===== config.mk =====
export PLATFORM = sky130hd
export DESIGN_NAME = marquee_shift_flat
export DESIGN_NICKNAME = d
export VERILOG_FILES = /design/src/rtl/marquee_pkg.sv /design/src/rtl/marquee_shift_if.sv /design/src/rtl/step_prescaler.sv /design/src/rtl/marquee_shift.sv /design/src/flat_wrapper.sv
export SDC_FILE = /design/constraint.sdc
export NUM_CORES = 1
export LEC_CHECK = 0
export BUFFER_PORTS_ARGS = -buffer_cell sky130_fd_sc_hd__buf_2
export CELL_PAD_IN_SITES_DETAIL_PLACEMENT = 0
export CELL_PAD_IN_SITES_GLOBAL_PLACEMENT = 2
export CORE_MARGIN = 2
export CORE_UTILIZATION = 35
export CTS_CLUSTER_DIAMETER = 200
export DETAILED_ROUTE_END_ITERATION = 8
export PLACE_DENSITY_LB_ADDON = 0.12
export SYNTH_ARGS = -nofsm -noshare
export SYNTH_HDL_FRONTEND = slang
export SYNTH_SLANG_ARGS = --single-unit

===== constraint.sdc =====
create_clock -name clk -period 5.1 [get_ports clk]
set_input_delay 1.02 -clock clk [delete_from_list [all_inputs] [get_ports clk]]
set_output_delay 1.02 -clock clk [all_outputs]
set_load 0.1 [all_outputs]

===== src/rtl/marquee_pkg.sv =====
// Shared character codes and the default message for the marquee display path.
package marquee_pkg;

    typedef enum logic [2:0] {
        CH_E     = 3'b000,
        CH_H     = 3'b001,
        CH_N     = 3'b010,
        CH_T     = 3'b011,
        CH_U     = 3'b100,
        CH_C     = 3'b101,
        CH_S     = 3'b110,
        CH_BLANK = 3'b111
    } char_e;

    localparam int DEFAULT_NUM_CHAR = 8;

    // Index 0 of the array lands in the least significant code of the result.
    function automatic logic [DEFAULT_NUM_CHAR*3-1:0] pack_msg(input char_e msg [DEFAULT_NUM_CHAR]);
        logic [DEFAULT_NUM_CHAR*3-1:0] res;
        res = '0;
        for (int i = 0; i < DEFAULT_NUM_CHAR; i++) begin
            res[i*3 +: 3] = msg[i];
        end
        return res;
    endfunction

    // "ntHUEECS" with slot 7 in the MSBs.
    localparam logic [DEFAULT_NUM_CHAR*3-1:0] DEFAULT_INIT =
        {CH_N, CH_T, CH_H, CH_U, CH_E, CH_E, CH_C, CH_S};

endpackage


===== src/rtl/marquee_shift_if.sv =====
// Control, write and display bundle between a marquee controller and marquee_shift.
interface marquee_shift_if #(
    parameter int NUM_CHAR  = 8,
    parameter int CODE_W    = 3,
    parameter int NUM_DIGIT = 4,
    parameter int OUT_W     = 4,
    parameter int DIV_W     = 24
);
    localparam int ADDR_W = $clog2(NUM_CHAR);

    logic                       en;
    logic                       dir;
    logic                       mode;
    logic [DIV_W-1:0]           step_div;
    logic                       wr_en;
    logic [ADDR_W-1:0]          wr_addr;
    logic [CODE_W-1:0]          wr_data;
    logic [NUM_DIGIT*OUT_W-1:0] digit_out;
    logic                       tick;
    logic [ADDR_W-1:0]          pos;
    logic                       wrap;

    modport master (
        output en, dir, mode, step_div, wr_en, wr_addr, wr_data,
        input  digit_out, tick, pos, wrap
    );

    modport slave (
        input  en, dir, mode, step_div, wr_en, wr_addr, wr_data,
        output digit_out, tick, pos, wrap
    );

endinterface


===== src/rtl/step_prescaler.sv =====
// Free-running step prescaler: fires once every step_div+1 enabled cycles.
module step_prescaler #(
    parameter int DIV_W = 24
) (
    input  logic             clk,
    input  logic             rst_n,
    input  logic             en,
    input  logic [DIV_W-1:0] step_div,
    output logic             step
);
    logic [DIV_W-1:0] cnt_reg;

    // >= rather than == so lowering step_div below the count fires at once.
    assign step = en && (cnt_reg >= step_div);

    always_ff @(posedge clk or negedge rst_n) begin
        if (!rst_n) begin
            cnt_reg <= '0;
        end else if (step) begin
            cnt_reg <= '0;
        end else if (en) begin
            cnt_reg <= cnt_reg + DIV_W'(1);
        end
    end

endmodule


===== src/rtl/marquee_shift.sv =====
// Rotating/shifting character message with a programmable step rate and a visible digit window.
module marquee_shift
    import marquee_pkg::*;
#(
    parameter int                NUM_CHAR   = 8,
    parameter int                CODE_W     = 3,
    parameter int                NUM_DIGIT  = 4,
    parameter int                OUT_W      = 4,
    parameter int                DIV_W      = 24,
    parameter logic [CODE_W-1:0] BLANK_CODE = CH_BLANK,
    parameter                    INIT       = DEFAULT_INIT
) (
    input  logic           clk,
    input  logic           rst_n,
    marquee_shift_if.slave bus
);
    localparam int ADDR_W = $clog2(NUM_CHAR);

    if (NUM_CHAR < 2) begin : g_chk_nchar
        $error("marquee_shift: NUM_CHAR must be at least 2");
    end
    if (NUM_DIGIT < 1 || NUM_DIGIT > NUM_CHAR) begin : g_chk_ndigit
        $error("marquee_shift: NUM_DIGIT must be in 1..NUM_CHAR");
    end
    if (OUT_W < CODE_W) begin : g_chk_outw
        $error("marquee_shift: OUT_W must be at least CODE_W");
    end
    if ($bits(INIT) != NUM_CHAR*CODE_W) begin : g_chk_init
        $error("marquee_shift: INIT width must equal NUM_CHAR*CODE_W");
    end

    logic [CODE_W-1:0] slot_reg  [NUM_CHAR];
    logic [CODE_W-1:0] slot_next [NUM_CHAR];
    logic [ADDR_W-1:0] pos_reg;
    logic [ADDR_W-1:0] pos_next;
    logic              wrap_next;
    logic              tick_reg;
    logic              wrap_reg;
    logic              step;

    step_prescaler #(.DIV_W(DIV_W)) u_prescaler (
        .clk      (clk),
        .rst_n    (rst_n),
        .en       (bus.en),
        .step_div (bus.step_div),
        .step     (step)
    );

    for (genvar gi = 0; gi < NUM_CHAR; gi++) begin : g_slot
        logic [CODE_W-1:0] left_src;
        logic [CODE_W-1:0] right_src;
        logic [CODE_W-1:0] shifted;

        if (gi == 0) begin : g_left_end
            assign left_src = bus.mode ? BLANK_CODE : slot_reg[NUM_CHAR-1];
        end else begin : g_left_mid
            assign left_src = slot_reg[gi-1];
        end

        if (gi == NUM_CHAR-1) begin : g_right_end
            assign right_src = bus.mode ? BLANK_CODE : slot_reg[0];
        end else begin : g_right_mid
            assign right_src = slot_reg[gi+1];
        end

        assign shifted = bus.dir ? right_src : left_src;

        // A coincident write lands on top of the already-shifted slot.
        always_comb begin
            slot_next[gi] = step ? shifted : slot_reg[gi];
            if (bus.wr_en && (bus.wr_addr == ADDR_W'(gi))) begin
                slot_next[gi] = bus.wr_data;
            end
        end

        always_ff @(posedge clk or negedge rst_n) begin
            if (!rst_n) begin
                slot_reg[gi] <= INIT[gi*CODE_W +: CODE_W];
            end else begin
                slot_reg[gi] <= slot_next[gi];
            end
        end
    end

    always_comb begin
        pos_next  = pos_reg;
        wrap_next = 1'b0;
        if (step) begin
            if (bus.dir) begin
                wrap_next = (pos_reg == '0);
                pos_next  = wrap_next ? ADDR_W'(NUM_CHAR-1) : pos_reg - ADDR_W'(1);
            end else begin
                wrap_next = (pos_reg == ADDR_W'(NUM_CHAR-1));
                pos_next  = wrap_next ? '0 : pos_reg + ADDR_W'(1);
            end
        end
    end

    always_ff @(posedge clk or negedge rst_n) begin
        if (!rst_n) begin
            pos_reg  <= '0;
            tick_reg <= 1'b0;
            wrap_reg <= 1'b0;
        end else begin
            pos_reg  <= pos_next;
            tick_reg <= step;
            wrap_reg <= wrap_next;
        end
    end

    for (genvar gi = 0; gi < NUM_DIGIT; gi++) begin : g_digit
        assign bus.digit_out[gi*OUT_W +: OUT_W] = OUT_W'(slot_reg[NUM_CHAR-NUM_DIGIT+gi]);
    end

    assign bus.tick = tick_reg;
    assign bus.pos  = pos_reg;
    assign bus.wrap = wrap_reg;

endmodule

===== src/flat_wrapper.sv =====
// flat-port wrapper written by rule: the top's interface ports become plain ports
module marquee_shift_flat import marquee_pkg::*;
#(
    parameter int                NUM_CHAR   = 8,
    parameter int                CODE_W     = 3,
    parameter int                NUM_DIGIT  = 4,
    parameter int                OUT_W      = 4,
    parameter int                DIV_W      = 24,
    parameter logic [CODE_W-1:0] BLANK_CODE = CH_BLANK,
    parameter                    INIT       = DEFAULT_INIT
)
  (clk, rst_n, bus_en, bus_dir, bus_mode, bus_step_div, bus_wr_en, bus_wr_addr, bus_wr_data, bus_digit_out, bus_tick, bus_pos, bus_wrap);
  marquee_shift_if #(.NUM_CHAR(NUM_CHAR), .CODE_W(CODE_W), .NUM_DIGIT(NUM_DIGIT), .OUT_W(OUT_W), .DIV_W(DIV_W)) bus_i ();
  input  logic clk;
  input  logic rst_n;
  input wire logic [$bits(bus_i.en)-1:0] bus_en;
  input wire logic [$bits(bus_i.dir)-1:0] bus_dir;
  input wire logic [$bits(bus_i.mode)-1:0] bus_mode;
  input wire logic [$bits(bus_i.step_div)-1:0] bus_step_div;
  input wire logic [$bits(bus_i.wr_en)-1:0] bus_wr_en;
  input wire logic [$bits(bus_i.wr_addr)-1:0] bus_wr_addr;
  input wire logic [$bits(bus_i.wr_data)-1:0] bus_wr_data;
  output wire logic [$bits(bus_i.digit_out)-1:0] bus_digit_out;
  output wire logic [$bits(bus_i.tick)-1:0] bus_tick;
  output wire logic [$bits(bus_i.pos)-1:0] bus_pos;
  output wire logic [$bits(bus_i.wrap)-1:0] bus_wrap;
  assign bus_i.en = bus_en;
  assign bus_i.dir = bus_dir;
  assign bus_i.mode = bus_mode;
  assign bus_i.step_div = bus_step_div;
  assign bus_i.wr_en = bus_wr_en;
  assign bus_i.wr_addr = bus_wr_addr;
  assign bus_i.wr_data = bus_wr_data;
  assign bus_digit_out = bus_i.digit_out;
  assign bus_tick = bus_i.tick;
  assign bus_pos = bus_i.pos;
  assign bus_wrap = bus_i.wrap;
  marquee_shift #(.NUM_CHAR(NUM_CHAR), .CODE_W(CODE_W), .NUM_DIGIT(NUM_DIGIT), .OUT_W(OUT_W), .DIV_W(DIV_W), .BLANK_CODE(BLANK_CODE), .INIT(INIT)) u_core (.clk(clk), .rst_n(rst_n), .bus(bus_i));
endmodule

Word-level counts from Yosys, hierarchy flattened

Cells that the tools add are included.

RAM bits: 0
Bits in registers: 53
Memories: 0
Bits of input ports: 36
Latch bits: 0
Bits in read-only memories: 0
Output and inout port bits: 21

Magnitude comparators: 1
Bitwise operators: 0
Reduce and logical (&&, ||, !) cells: 20
$add $sub $neg: 3
Shifts and indexed selects: 0
Equal/unequal tests: 8
Multiply operators: 0
Divide/modulo/power cells: 0
Mux-type cells: 33

Operators with widths:

| kind                                                                  | number |
|---|---|
| 3-bit 2-to-1 mux                                                      | 29 |
| 24-bit 2-to-1 mux                                                     | 2 |
| 24-bit by 1-bit adder with 24-bit output, second input constant       | 1 |
| 24-bit >= comparator                                                  | 1 |
| 2-bit nonzero test                                                    | 9 |
| 3-bit equality test, second input constant                            | 5 |
| 1-bit logical AND                                                     | 9 |
| 3-bit by 2-bit equality test with 1-bit output, second input constant | 2 |
| 3-bit logical NOT                                                     | 2 |
| 3-bit by 1-bit adder with 3-bit output, second input constant         | 1 |
| 3-bit by 1-bit equality test with 1-bit output, second input constant | 1 |
| 3-bit by 1-bit subtractor with 3-bit output, second input constant    | 1 |
| 1-bit 2-to-1 mux                                                      | 2 |

Longest topological paths before layout

Gate-level depths: netlist of the first run.

Depth after elaboration: 4
Gate-level depth with buffers: 10

Modules after synthesis

Synthesis of the first run repeated with hierarchy kept, for this count alone.

Cells, all modules: 389
Area, all modules: 3,668.5 sq um

Modules (own cells, without submodules):

| module         | instances | cells an instance | area an instance (sq um) |
|---|---|---|---|
| step_prescaler | 1         | 206               | 1,880.6 |
| marquee_shift  | 1         | 183               | 1,788.0 |

Worst setup path after synthesis of the first run

Ideal clock, no wire load.

Kind: input port to flip-flop
Start point: in bus_step_div[23]
End point: reg u_core.pos_reg[0] (netlist: u_core.bus.pos[0])
Setup time: 120 ps
Cell stages on the path: 10
Data required time: 4,980 ps
Path slack: 2,205 ps
Buffers on the path: 1
Arrival time: 2,775 ps
Cells stage by stage: inv_1 ha_1 nand4_1 nor4_2 and4_4 o21ai_2 a41oi_4 buf_6 a21oi_1 a31o_2

Word-level cells in the longest chain between the ends: 2

RTL lines:

| what                   | line                 | source |
|---|---|---|
| start: declaration     | flat_wrapper.sv:19   | `input wire logic [$bits(bus_i.step_div)-1:0] bus_step_div;` |
| 24-bit >= comparator   | step_prescaler.sv:14 | `assign step = en && (cnt_reg >= step_div);` |
| 1-bit logical AND      | step_prescaler.sv:14 |  |
| end signal: assignment | marquee_shift.sv:105 | `pos_reg <= pos_next;` |
| end: declaration       | marquee_shift.sv:34  | `logic [ADDR_W-1:0] pos_reg;` |

Every way passes these cells.
A chain may end at the register's enable or synchronous reset.

Worst setup path in the final report of the first run

Start point: in bus_step_div[21]
End point: reg u_core.slot_reg, in the netlist u_core.g_slot[1].left_src[2]

Word-level cells in the longest chain between the ends: 3

RTL lines:

| what                                | line                 | source |
|---|---|---|
| 24-bit >= comparator                | step_prescaler.sv:14 |  |
| 1-bit logical AND                   | step_prescaler.sv:14 |  |
| 2-bit nonzero test (no source line) | --                   |  |
| end signal: indexed assignment      | marquee_shift.sv:78  | `slot_reg[gi] <= INIT[gi*CODE_W +: CODE_W];` |
| end signal: indexed assignment      | marquee_shift.sv:80  | `slot_reg[gi] <= slot_next[gi];` |
| end: declaration                    | marquee_shift.sv:32  | `logic [CODE_W-1:0] slot_reg [NUM_CHAR];` |

Every way passes these cells.

==> results of run 1 <==
-- routing by layer --
metal / share of wire / global-route usage / vias up
met3: 0.039 / 0.0262 / 4
li1: - / - / 1531
met4: 0.0078 / 0.0305 / 0
met1: 0.49 / 0.241 / 1450
met5: 0 / 0 / -
met2: 0.46 / 0.277 / 58
-- synthesized netlist by cell type, types with 6 or more instances --
master,n
nand2_1,57
dfrtp_1,44
nor2_1,41
inv_1,36
ha_1,29
mux2i_1,27
a21oi_1,25
o21ai_0,25
o22ai_1,19
nand3_1,18
xor2_1,10
dfstp_2,9
o21ai_1,8
xnor2_1,7
buf_4,6
nand4_1,6
-- through the flow --
step | setup WS (ps) | instances | hold WS (ps) | instance area (um2) | power [mW]
3_3_place_gp | 1390 | 589 | 549 | 3920 | 0.992
3_5_place_dp | 1290 | 589 | 557 | 3920 | 0.997
5_1_grt | 1410 | 597 | 604 | 4040 | 1.38
6_report | 1670 | 597 | 567 | 4040 | 1.29
2_1_floorplan | 2200 | 423 | 514 | 3590 | 0.897
4_1_cts | 1660 | 597 | 577 | 4040 | 1.31
-- worst max-delay path: cells and delay by family --
kind | cells | cell delay [ps]
compound gates | 3 | 820
fa+ha+maj | 1 | 290
buf+inv | 3 | 440
mux | 1 | 190
simple gates | 3 | 900
-- power breakdown --
| group | leakage (nW) | total [mW] | switching [mW] | internal [mW] |
|---|---|---|---|---|
| registers | 0.650 | 0.566 | 0.0744 | 0.491 |
| logic | 1.29 | 0.421 | 0.296 | 0.124 |
| clock network | 0.0585 | 0.304 | 0.144 | 0.160 |
-- cell families after synthesis --
group                    Yosys count  share of synthesized area
AND/OR/NAND/NOR                  147                      0.187
multiplexers                      27                     0.0755
AO/OA/AOI/OAI                     88                      0.149
buffers and inverters             58                     0.0710
XOR/XNOR                          17                     0.0416
adder cells (fa/ha/maj)           29                      0.101
flip-flops                        53                      0.374
other                              1                    0.00105
-- layout make-up --
class,instances,share of cell area
Tap cell,133,0.0412
Inverter,36,0.0335
Timing Repair Buffer,55,0.0701
Multi-Input combinational cell,312,0.495
Clock inverter,1,0.00744
Sequential cell,53,0.331
Clock buffer,7,0.0214
-- worst max path at each step --
stage,from,end,slack (ps),cells past startpoint
3_3_place_gp,bus_step_div[23],u_core.g_slot[1].left_src[2]$_DFFE_PN1P_,1390,11
3_5_place_dp,bus_step_div[23],u_core.g_slot[1].right_src[1]$_DFFE_PN0P_,1290,11
4_1_cts,bus_step_div[23],u_core.g_slot[1].left_src[2]$_DFFE_PN1P_,1660,11
2_1_floorplan,bus_step_div[23],u_core.bus.pos[0]$_DFFE_PN0P_,2200,10
5_1_grt,bus_step_div[23],u_core.g_slot[1].right_src[2]$_DFFE_PN0P_,1410,11
6_report,bus_step_div[21],u_core.g_slot[1].left_src[2]$_DFFE_PN1P_,1670,11
==> summary.md, run 1 <==
| Metric | Value |
|---|---|
| Syn Area/Cell | `8.52 um2` |
| Final setup viols | `0` |
| MaxCap Viol Count | `0` |
| Skew final | `13.8 ps` |
| Gp weighted congestion | `0.758` |
| Maximum vdd drop | `223 uV` |
| Post-CTS Hold Fix Bufs | `0` |
| Most common cell after layout, fill and taps aside | `nand2_1` |
| Post-synthesis sequential area ratio | `0.374` |
| # rows | `36` |
| DR WL/cell | `about 15 um` |
| H-tree lvl count | `2` |
| Power density over the cells | `320 nW/um2` |
| Sequential Area | `1340 um2` |
| TritonCTS clock tree | `done` |
| Drt total wl | `8.89 mm` |
| Setup_tns | `0 ps` |
| Reg clk slew, reported paths | `110 ps` |
| Final Slew Violations | `0` |
| Worst r2r src | `u_core.u_prescaler.cnt_reg[23]$_DFFE_PN0P_` |
| Commonest non-fill, non-tap cells in the layout | `nand2_1, buf_2, dfrtp_1` |
| Filler cell count | `1,030` |
| Global-route wire length before repair | `15.4 mm` |
| Drt drc | `0` |
| Fraction of layout cells with a size suffix above 1 | `0.168` |
| Slew margin rel. | `0.357` |
| Endpoint class of the critical path | `flip-flop` |
| Library cells used by synthesis | `44` |
| All-Layer GR Usage | `0.170` |
| FF-to-FF path depth | `9` |
| Fraction of registers with async set/reset | `1.00` |
| Launching element type of the critical path | `input port` |
| Leak | `2.00 nW` |
| Synth area leaders | `dfrtp_1, ha_1, mux2i_1` |
| Min-delay src | `u_core.u_prescaler.cnt_reg[23]$_DFFE_PN0P_` |
| Residual overflow from global routing | `0` |
| Reg-to-reg slack, setup | `2060 ps` |
| Multi-input logic area | `2000 um2` |
| Crit path cell chain | `buf_2 > inv_1 > ha_1 > nand4_1 > nor4_2 > and4_4 > o21ai_2 > a41oi_4 > buf_4 > mux2i_1 > a21oi_1` |
| Fmax | `around 290 MHz` |
| Yosys reg bits | `53` |
| Initial Utilization | `0.363` |
| Number of buffers created by CTS | `5` |
| Post-synth EDFFs | `0` |
| DPL Wire Length | `6.30 mm` |
| Post-Synthesis Cells | `420` |
| Via density | `5.10` |
| Largest register FFs | `24` |
| Final #Nets | `between 500 and 600` |
| Root buffer cell | `clkbuf_8` |
| Final period util | `0.673` |
| Yosys Warn Count | `0` |
| CTS resizes | `0` |
| Die area | `11,000 um2` |
| Hold Crit Class | `reg2reg` |
| Via count | `between 3,000 and 4,000` |
| Initial DRC Count | `around 180` |
| Die Y-Extent | `105 um` |
| CP Data Arrival Time | `around 3700 ps` |
| Vias in the first global route | `3,035` |
| Clock Latency Late Sink | `310 ps` |
| Clock tree sinks | `53` |
| Hold path depth | `2` |
| TritonRoute pass-1 iters | `4` |
| CP max stage delay | `660 ps` |
| I/O pin count | `57` |
| Ys flop type | `dfrtp_1` |
| Share of the synthesized area in the top cell type | `0.308` |
| Outcome | `completed` |
| Slowest CP cell | `a41oi_4` |
| CP required | `around 5300 ps` |
| Area leader, netlist | `dfrtp_1` |
| Input/output buffers | `52` |
| Endpoint, Worst Hold | `u_core.u_prescaler.cnt_reg[23]$_DFFE_PN0P_` |
| Worst Tran Pin Value | `957 ps` |
| Crit path time final | `3430 ps` |
| Layout Area Growth over Synthesis | `12.8%` |
| Final Util | `0.409` |
| Post-CTS Setup Repair Bufs | `0` |
| Core Area | `9860 um2` |
| R2r endpoint | `u_core.g_slot[1].left_src[2]$_DFFE_PN1P_` |
| Antenna Nets Post-Route | `0` |
| Initial antenna violation count | `0` |
| Max Fanout on Critical Path | `24` |
| Die Span X | `105 um` |
| Clock buffer depth | `2` |
| Diodes inserted | `0` |
| Largest net degree at the start of global routing | `54` |
| Unrepaired setup endpoints after global routing | `no` |
| Worst Setup Path Type | `in2reg` |
| Final Hold Fails | `0` |
| Mapped Area | `3580 um2` |
(Power assumes the default switching activity.)
==> run 2: changes to the inputs <==
- CORE_UTILIZATION: 35 -> 34
- clock period: 5.1 -> 3.4 ns (I/O delays scaled with it)
==> summary.md, run 2 (same netlist as run 1, synthesis figures left out) <==
| Metric | Value |
|---|---|
| Residual overflow from global routing | `0 (unchanged)` |
| Initial Utilization | `0.348 (-0.0146)` |
| Final setup viols | `0 (unchanged)` |
| Unrepaired setup endpoints after global routing | `no` |
| Antenna Nets Post-Route | `0 (unchanged)` |
| MaxCap Viol Count | `0 (unchanged)` |
| Reg clk slew, reported paths | `100 ps (about the same)` |
| Launching element type of the critical path | `input port` |
| Die area | `11,400 um2 (+2.8%)` |
| Root buffer cell | `clkbuf_8` |
| Filler cell count | `1,089 (+5.7%)` |
| Via count | `2,969 (-2.4%)` |
| Hold Crit Class | `in2async` |
| Crit-path leading delay family | `simple AND/OR/NAND/NOR gates` |
| Crit path time final | `2620 ps` |
| Final Slew Violations | `0 (unchanged)` |
| Skew final | `13.3 ps (-0.452 ps)` |
| Final Hold Fails | `0 (unchanged)` |
| Leak | `2.01 nW (+0.47%)` |
| Gp weighted congestion | `0.760 (+0.26%)` |
| Power density over the cells | `452 nW/um2 (+41%)` |
| CTS resizes | `0 (unchanged)` |
| Layout Area Growth over Synthesis | `13.3%` |
| Final Power | `1.83 mW (+42%)` |
| TritonRoute pass-1 iters | `4 (unchanged)` |
| Most common cell after layout, fill and taps aside | `nand2_1` |
| Clock tree sinks | `53 (unchanged)` |
| Post-CTS Setup Repair Bufs | `0 (unchanged)` |
| Global-route wire length before repair | `14.7 mm (-4.1%)` |
| Setup_tns | `0 ps (unchanged)` |
| Die Span X | `107 um (+1.4%)` |
| Slew margin rel. | `0.404 (+0.0470)` |
| I/O pin count | `57 (unchanged)` |
| Drt total wl | `8.71 mm (-2.0%)` |
| Endpoint class of the critical path | `flip-flop` |
| CP max stage delay | `390 ps (-270 ps)` |
| Multi-input logic area | `2000 um2 (unchanged)` |
| Crit path cell chain | `buf_2 > inv_1 > ha_1 > nand4_1 > nor4_2 > and4_4 > o21ai_2 > a41oi_4 > buf_12 > mux2i_1 > a21oi_1` |
| Final Util | `0.394 (-0.0147)` |
| Fmax | `382 MHz` |
| Slowest CP cell | `nor4_2` |
| Via density | `4.92 (-3.4%)` |
| CP required | `3590 ps (-1750 ps)` |
| All-Layer GR Usage | `0.162 (-0.00821)` |
| Fraction of layout cells with a size suffix above 1 | `0.173 (+0.00534)` |
| DR WL/cell | `14.4 um (-3.0%)` |
| Core Area | `10,300 um2 (+4.2%)` |
| Commonest non-fill, non-tap cells in the layout | `nand2_1, buf_2, dfrtp_1` |
| Max Fanout on Critical Path | `43 (+79%)` |
| Worst Tran Pin Value | `887 ps (-69.9 ps)` |
| CP Data Arrival Time | `2810 ps (-870 ps)` |
| Input/output buffers | `52 (unchanged)` |
| Final period util | `0.770` |
| DPL Wire Length | `6.44 mm (+2.1%)` |
| Sequential Area | `1340 um2 (unchanged)` |
| Clock Latency Late Sink | `310 ps (about the same)` |
| TritonCTS clock tree | `done` |
| Worst Setup Path Type | `in2reg` |
| WP buf/inv | `3 (unchanged)` |
| Clock buffer depth | `2 (unchanged)` |
| Diodes inserted | `0 (unchanged)` |
| Largest net degree at the start of global routing | `44 (-19%)` |
| Post-CTS Hold Fix Bufs | `0 (unchanged)` |
| Number of buffers created by CTS | `5 (unchanged)` |
| Initial DRC Count | `146 (-20%)` |
| H-tree lvl count | `2 (unchanged)` |
| # rows | `37 (+2.8%)` |
| Initial antenna violation count | `0 (unchanged)` |
| Final #Nets | `531 (+0.57%)` |
| Largest register FFs | `24 (unchanged)` |
| Outcome | `completed` |
| Vias in the first global route | `2,885 (-4.9%)` |
| Die Y-Extent | `107 um (+1.4%)` |
| Maximum vdd drop | `262 uV (+17%)` |
| Drt drc | `0 (unchanged)` |
-- run 2: changes by cell type in the layout (fill, tap and decap cells not counted), sizes merged --
| cell | before | now |
|---|---|---|
| buf | 55 | 58 |
| clkbuf | 7 | 6 |
| bufinv | 1 | 0 |
| clkinv | 0 | 2 |
-- run 2: worst reg2reg max path, delay by kind of cell, from the launching register on --
| kind | cells | cell delay, ps |
|---|---|---|
| simple gates | 3 | 820 |
| mux | 1 | 240 |
| buf+inv | 1 | 260 |
| flops | 1 | 450 |
| fa+ha+maj | 1 | 330 |
| compound gates | 3 | 350 |
-- run 2: area by class of cell --
class	instances	share of cell area
clock buffer	6	0.0179
clock inverter	2	0.00247
inverter	36	0.0333
multi-input combinational	312	0.493
sequential	53	0.330
tap	136	0.0420
timing repair buffer	58	0.0815
-- run 2: path summary, 6_finish.rpt --
check,startpoint,end,slack [ps],cells after the start
max,bus_step_div[23],u_core.g_slot[6].right_src[2]$_DFFE_PN0P_,780,11
min,rst_n,u_core.u_prescaler.cnt_reg[5]$_DFFE_PN0P_,360,1
max reg2reg,u_core.u_prescaler.cnt_reg[19]$_DFFE_PN0P_,u_core.g_slot[6].right_src[2]$_DFFE_PN0P_,840,9
min reg2reg,u_core.u_prescaler.cnt_reg[23]$_DFFE_PN0P_,u_core.u_prescaler.cnt_reg[23]$_DFFE_PN0P_,570,2
max in group asynchronous,rst_n,u_core.g_slot[0].right_src[0]$_DFFE_PN1P_,2280,2
min in group clk,u_core.u_prescaler.cnt_reg[23]$_DFFE_PN0P_,u_core.u_prescaler.cnt_reg[23]$_DFFE_PN0P_,570,2
-- run 2: where the power goes --
part | internal (mW) | switching (mW)
logic | 0.187 | 0.440
clock network | 0.144 | 0.214
registers | 0.737 | 0.112
-- run 2: metrics by stage --
step	cells	area, um2	setup WS, ps	hold slack [ps]
after floorplan	423	3590	845	384
after global placement	595	3970	486	555
after detailed placement	595	3970	415	561
after CTS	603	4050	740	377
after global routing	603	4050	564	404
final	603	4050	782	362
-- run 2: per-layer routing --
metal	GRT usage	share of wire	wire length, um	vias up
met1	0.247	0.51	4450	1370
li1	-	-	-	1527
met5	0	0	0	-
met4	0.0362	0.0094	82	0
met2	0.244	0.43	3770	67
met3	0.0201	0.046	403	5
==> run 3: changes to the inputs <==
- ABC_AREA: default -> 1
- CORE_UTILIZATION: 34 -> 30
- clock period: 3.4 -> 2.4 ns (I/O delays scaled with it)
==> summary.md, run 3 <==
| Metric | Value |
|---|---|
| Vias in the first global route | `3,318 (+15%)` |
| CTS resizes | `0 (unchanged)` |
| Post-synth EDFFs | `0 (unchanged)` |
| Skew final | `7.22 ps (-6.09 ps)` |
| Launching element type of the critical path | `flip-flop` |
| Initial Utilization | `0.305 (-0.0430)` |
| Post-synthesis sequential area ratio | `0.349 (-0.0251)` |
| Endpoint class of the critical path | `flip-flop` |
| Top-count cell post-synth | `nand2_1` |
| Slew margin rel. | `0.519 (+0.115)` |
| Die Y-Extent | `117 um (+9.8%)` |
| Syn Area/Cell | `7.29 um2 (-14%)` |
| Library cells used by synthesis | `35 (-20%)` |
| Drt total wl | `10.1 mm (+16%)` |
| Final Power | `4.24 mW (+130%)` |
| Final period util | `0.881` |
| Mapped Area | `3840 um2 (+7.2%)` |
| Final Hold Fails | `0 (unchanged)` |
| Core Area | `12,600 um2 (+22%)` |
| WHS | `312 ps (-50.5 ps)` |
| Fin cells | `754 (+25%)` |
| Clock tree sinks | `53 (unchanged)` |
| Largest register FFs | `24 (unchanged)` |
| MaxCap Viol Count | `0 (unchanged)` |
| Post-Synthesis Cells | `526 (+25%)` |
| Reg clk slew, reported paths | `80 ps (-20 ps)` |
| Diodes inserted | `0 (unchanged)` |
| Reg-to-reg slack, setup | `290 ps (-550 ps)` |
| Outcome | `completed` |
| Worst Tran Pin Value | `721 ps (-166 ps)` |
| Crit path time final | `between 2000 and 2500 ps` |
| Number of buffers created by CTS | `5 (unchanged)` |
| Root buffer cell | `clkbuf_16` |
| Area leader, netlist | `dfrtp_1` |
| DP Cell Count | `746 (+25%)` |
| Die Span X | `117 um (+9.8%)` |
| Gp weighted congestion | `0.756 (-0.55%)` |
| Largest net degree at the start of global routing | `54 (+23%)` |
| Fmax | `473 MHz` |
| Share of the synthesized area in the top cell type | `0.287 (-0.0207)` |
| Max Fanout on Critical Path | `18 (-58%)` |
| Yosys reg bits | `53 (unchanged)` |
| DPL Wire Length | `7.66 mm (+19%)` |
| TritonCTS clock tree | `done` |
| Top cells by count, synth | `nand2_1, inv_1, dfrtp_1, nand3_1, nor2_1` |
| Die area | `13,700 um2 (+21%)` |
| Setup_tns | `0 ps (unchanged)` |
| CP Data Arrival Time | `2300 ps (-510 ps)` |
| DR WL/cell | `13.5 um (-6.9%)` |
| H-tree lvl count | `2 (unchanged)` |
| # rows | `41 (+11%)` |
| All-Layer GR Usage | `0.157 (-0.00467)` |
| Clock Latency Late Sink | `290 ps (-20 ps)` |
| I/O pin count | `57 (unchanged)` |
| Via count | `3,472 (+17%)` |
| Clock buffer depth | `2 (unchanged)` |
| Synth area leaders | `dfrtp_1, nand2_1, ha_1` |
| Post-CTS Setup Repair Bufs | `0 (unchanged)` |
| TritonRoute pass-1 iters | `4 (unchanged)` |
| Power density over the cells | `940 nW/um2 (+110%)` |
| Final Slew Violations | `0 (unchanged)` |
| Residual overflow from global routing | `0 (unchanged)` |
| Via density | `4.60 (-6.5%)` |
| Commonest non-fill, non-tap cells in the layout | `nand2_1, inv_1, buf_2` |
| Hold Crit Class | `in2async` |
| Worst Setup Path Type | `reg2reg` |
| Initial antenna violation count | `0 (unchanged)` |
| Initial DRC Count | `143 (-2.1%)` |
| Global-route wire length before repair | `16.6 mm (+13%)` |
| Final setup viols | `0 (unchanged)` |
| Unrepaired setup endpoints after global routing | `no` |
| Ys flop type | `dfrtp_1` |
| Input/output buffers | `52 (unchanged)` |
| Most common cell after layout, fill and taps aside | `nand2_1` |
| Yosys Warn Count | `0 (unchanged)` |
| CP required | `2590 ps (-1000 ps)` |
| Layout Area Growth over Synthesis | `17.6%` |
| Fraction of registers with async set/reset | `1.00 (unchanged)` |
| Final #Nets | `646 (+22%)` |
| Leak | `2.38 nW (+18%)` |
| Drt drc | `0 (unchanged)` |
| Fraction of layout cells with a size suffix above 1 | `0.204 (+0.0310)` |
| Antenna Nets Post-Route | `0 (unchanged)` |
| Post-CTS Hold Fix Bufs | `0 (unchanged)` |
| Maximum vdd drop | `731 uV (+180%)` |
-- run 3: critical path, cell delays in order, from the launching register on --
cell	delay, ps
dfrtp_1	430
ha_1	310
nand2_1	100
inv_1	40
nand2_1	50
nand2_1	100
nor2_1	110
nand2_1	130
nand2_2	150
nand2_2	100
nand2_4	100
buf_12	140
nand2_1	100
nand2_1	90
nand2_1	50
-- run 3: metrics by stage --
step | utilization | cell area, um2 | setup slack (ps)
after global placement | 0.344 | 4320 | 159
after floorplan | - | 3850 | 477
after CTS | 0.359 | 4510 | 282
final | 0.359 | 4510 | 286
after global routing | 0.359 | 4510 | 29.5
after detailed placement | 0.344 | 4320 | 122
-- run 3: routing by layer --
layer | vias to the layer above | GRT usage | part of all wire
li1 | 1804 | - | -
met1 | 1604 | 0.212 | 0.49
met2 | 56 | 0.264 | 0.47
met3 | 8 | 0.0206 | 0.028
met4 | 0 | 0.0471 | 0.013
met5 | - | 0 | 0
-- run 3: cells by family (layout without fill, tap and decap cells) --
family / Yosys count / count (layout) / share of synthesized area
other: 1 / 4 / 0.000978
AO/OA/AOI/OAI: 72 / 72 / 0.113
AND/OR/NAND/NOR: 274 / 274 / 0.323
adder cells (fa/ha/maj): 29 / 29 / 0.0946
XOR/XNOR: 10 / 10 / 0.0228
buffers and inverters: 87 / 140 / 0.0965
flip-flops: 53 / 53 / 0.349
-- run 3: cell type report --
type | count | area, um2
Clock buffer | 5 | 125
Clock inverter | 3 | 65.1
Fill cell | 1319 | 8060
Inverter | 72 | 273
Multi-Input combinational cell | 389 | 2140
Sequential cell | 53 | 1340
Tap cell | 172 | 215
Timing Repair Buffer | 60 | 358
-- run 3: power breakdown --
group / internal, mW / switching (mW) / total [mW]
sequential: 1.18 / 0.297 / 1.48
clock: 0.597 / 0.348 / 0.945
combinational: 0.495 / 1.32 / 1.82
-- run 3: final timing paths --
path | end | cells past startpoint | from
setup / recovery | u_core.g_slot[2].right_src[2]$_DFFE_PN0P_ | 14 | u_core.u_prescaler.cnt_reg[7]$_DFFE_PN0P_
hold / removal | u_core.u_prescaler.cnt_reg[17]$_DFFE_PN0P_ | 2 | rst_n
setup reg to reg | u_core.g_slot[2].right_src[2]$_DFFE_PN0P_ | 14 | u_core.u_prescaler.cnt_reg[7]$_DFFE_PN0P_
hold reg to reg | u_core.g_slot[6].right_src[1]$_DFFE_PN1P_ | 2 | u_core.g_slot[6].right_src[1]$_DFFE_PN1P_
max in group asynchronous | u_core.bus.pos[2]$_DFFE_PN0P_ | 2 | rst_n
min in group clk | u_core.bus.pos[0]$_DFFE_PN0P_ | 3 | bus_en
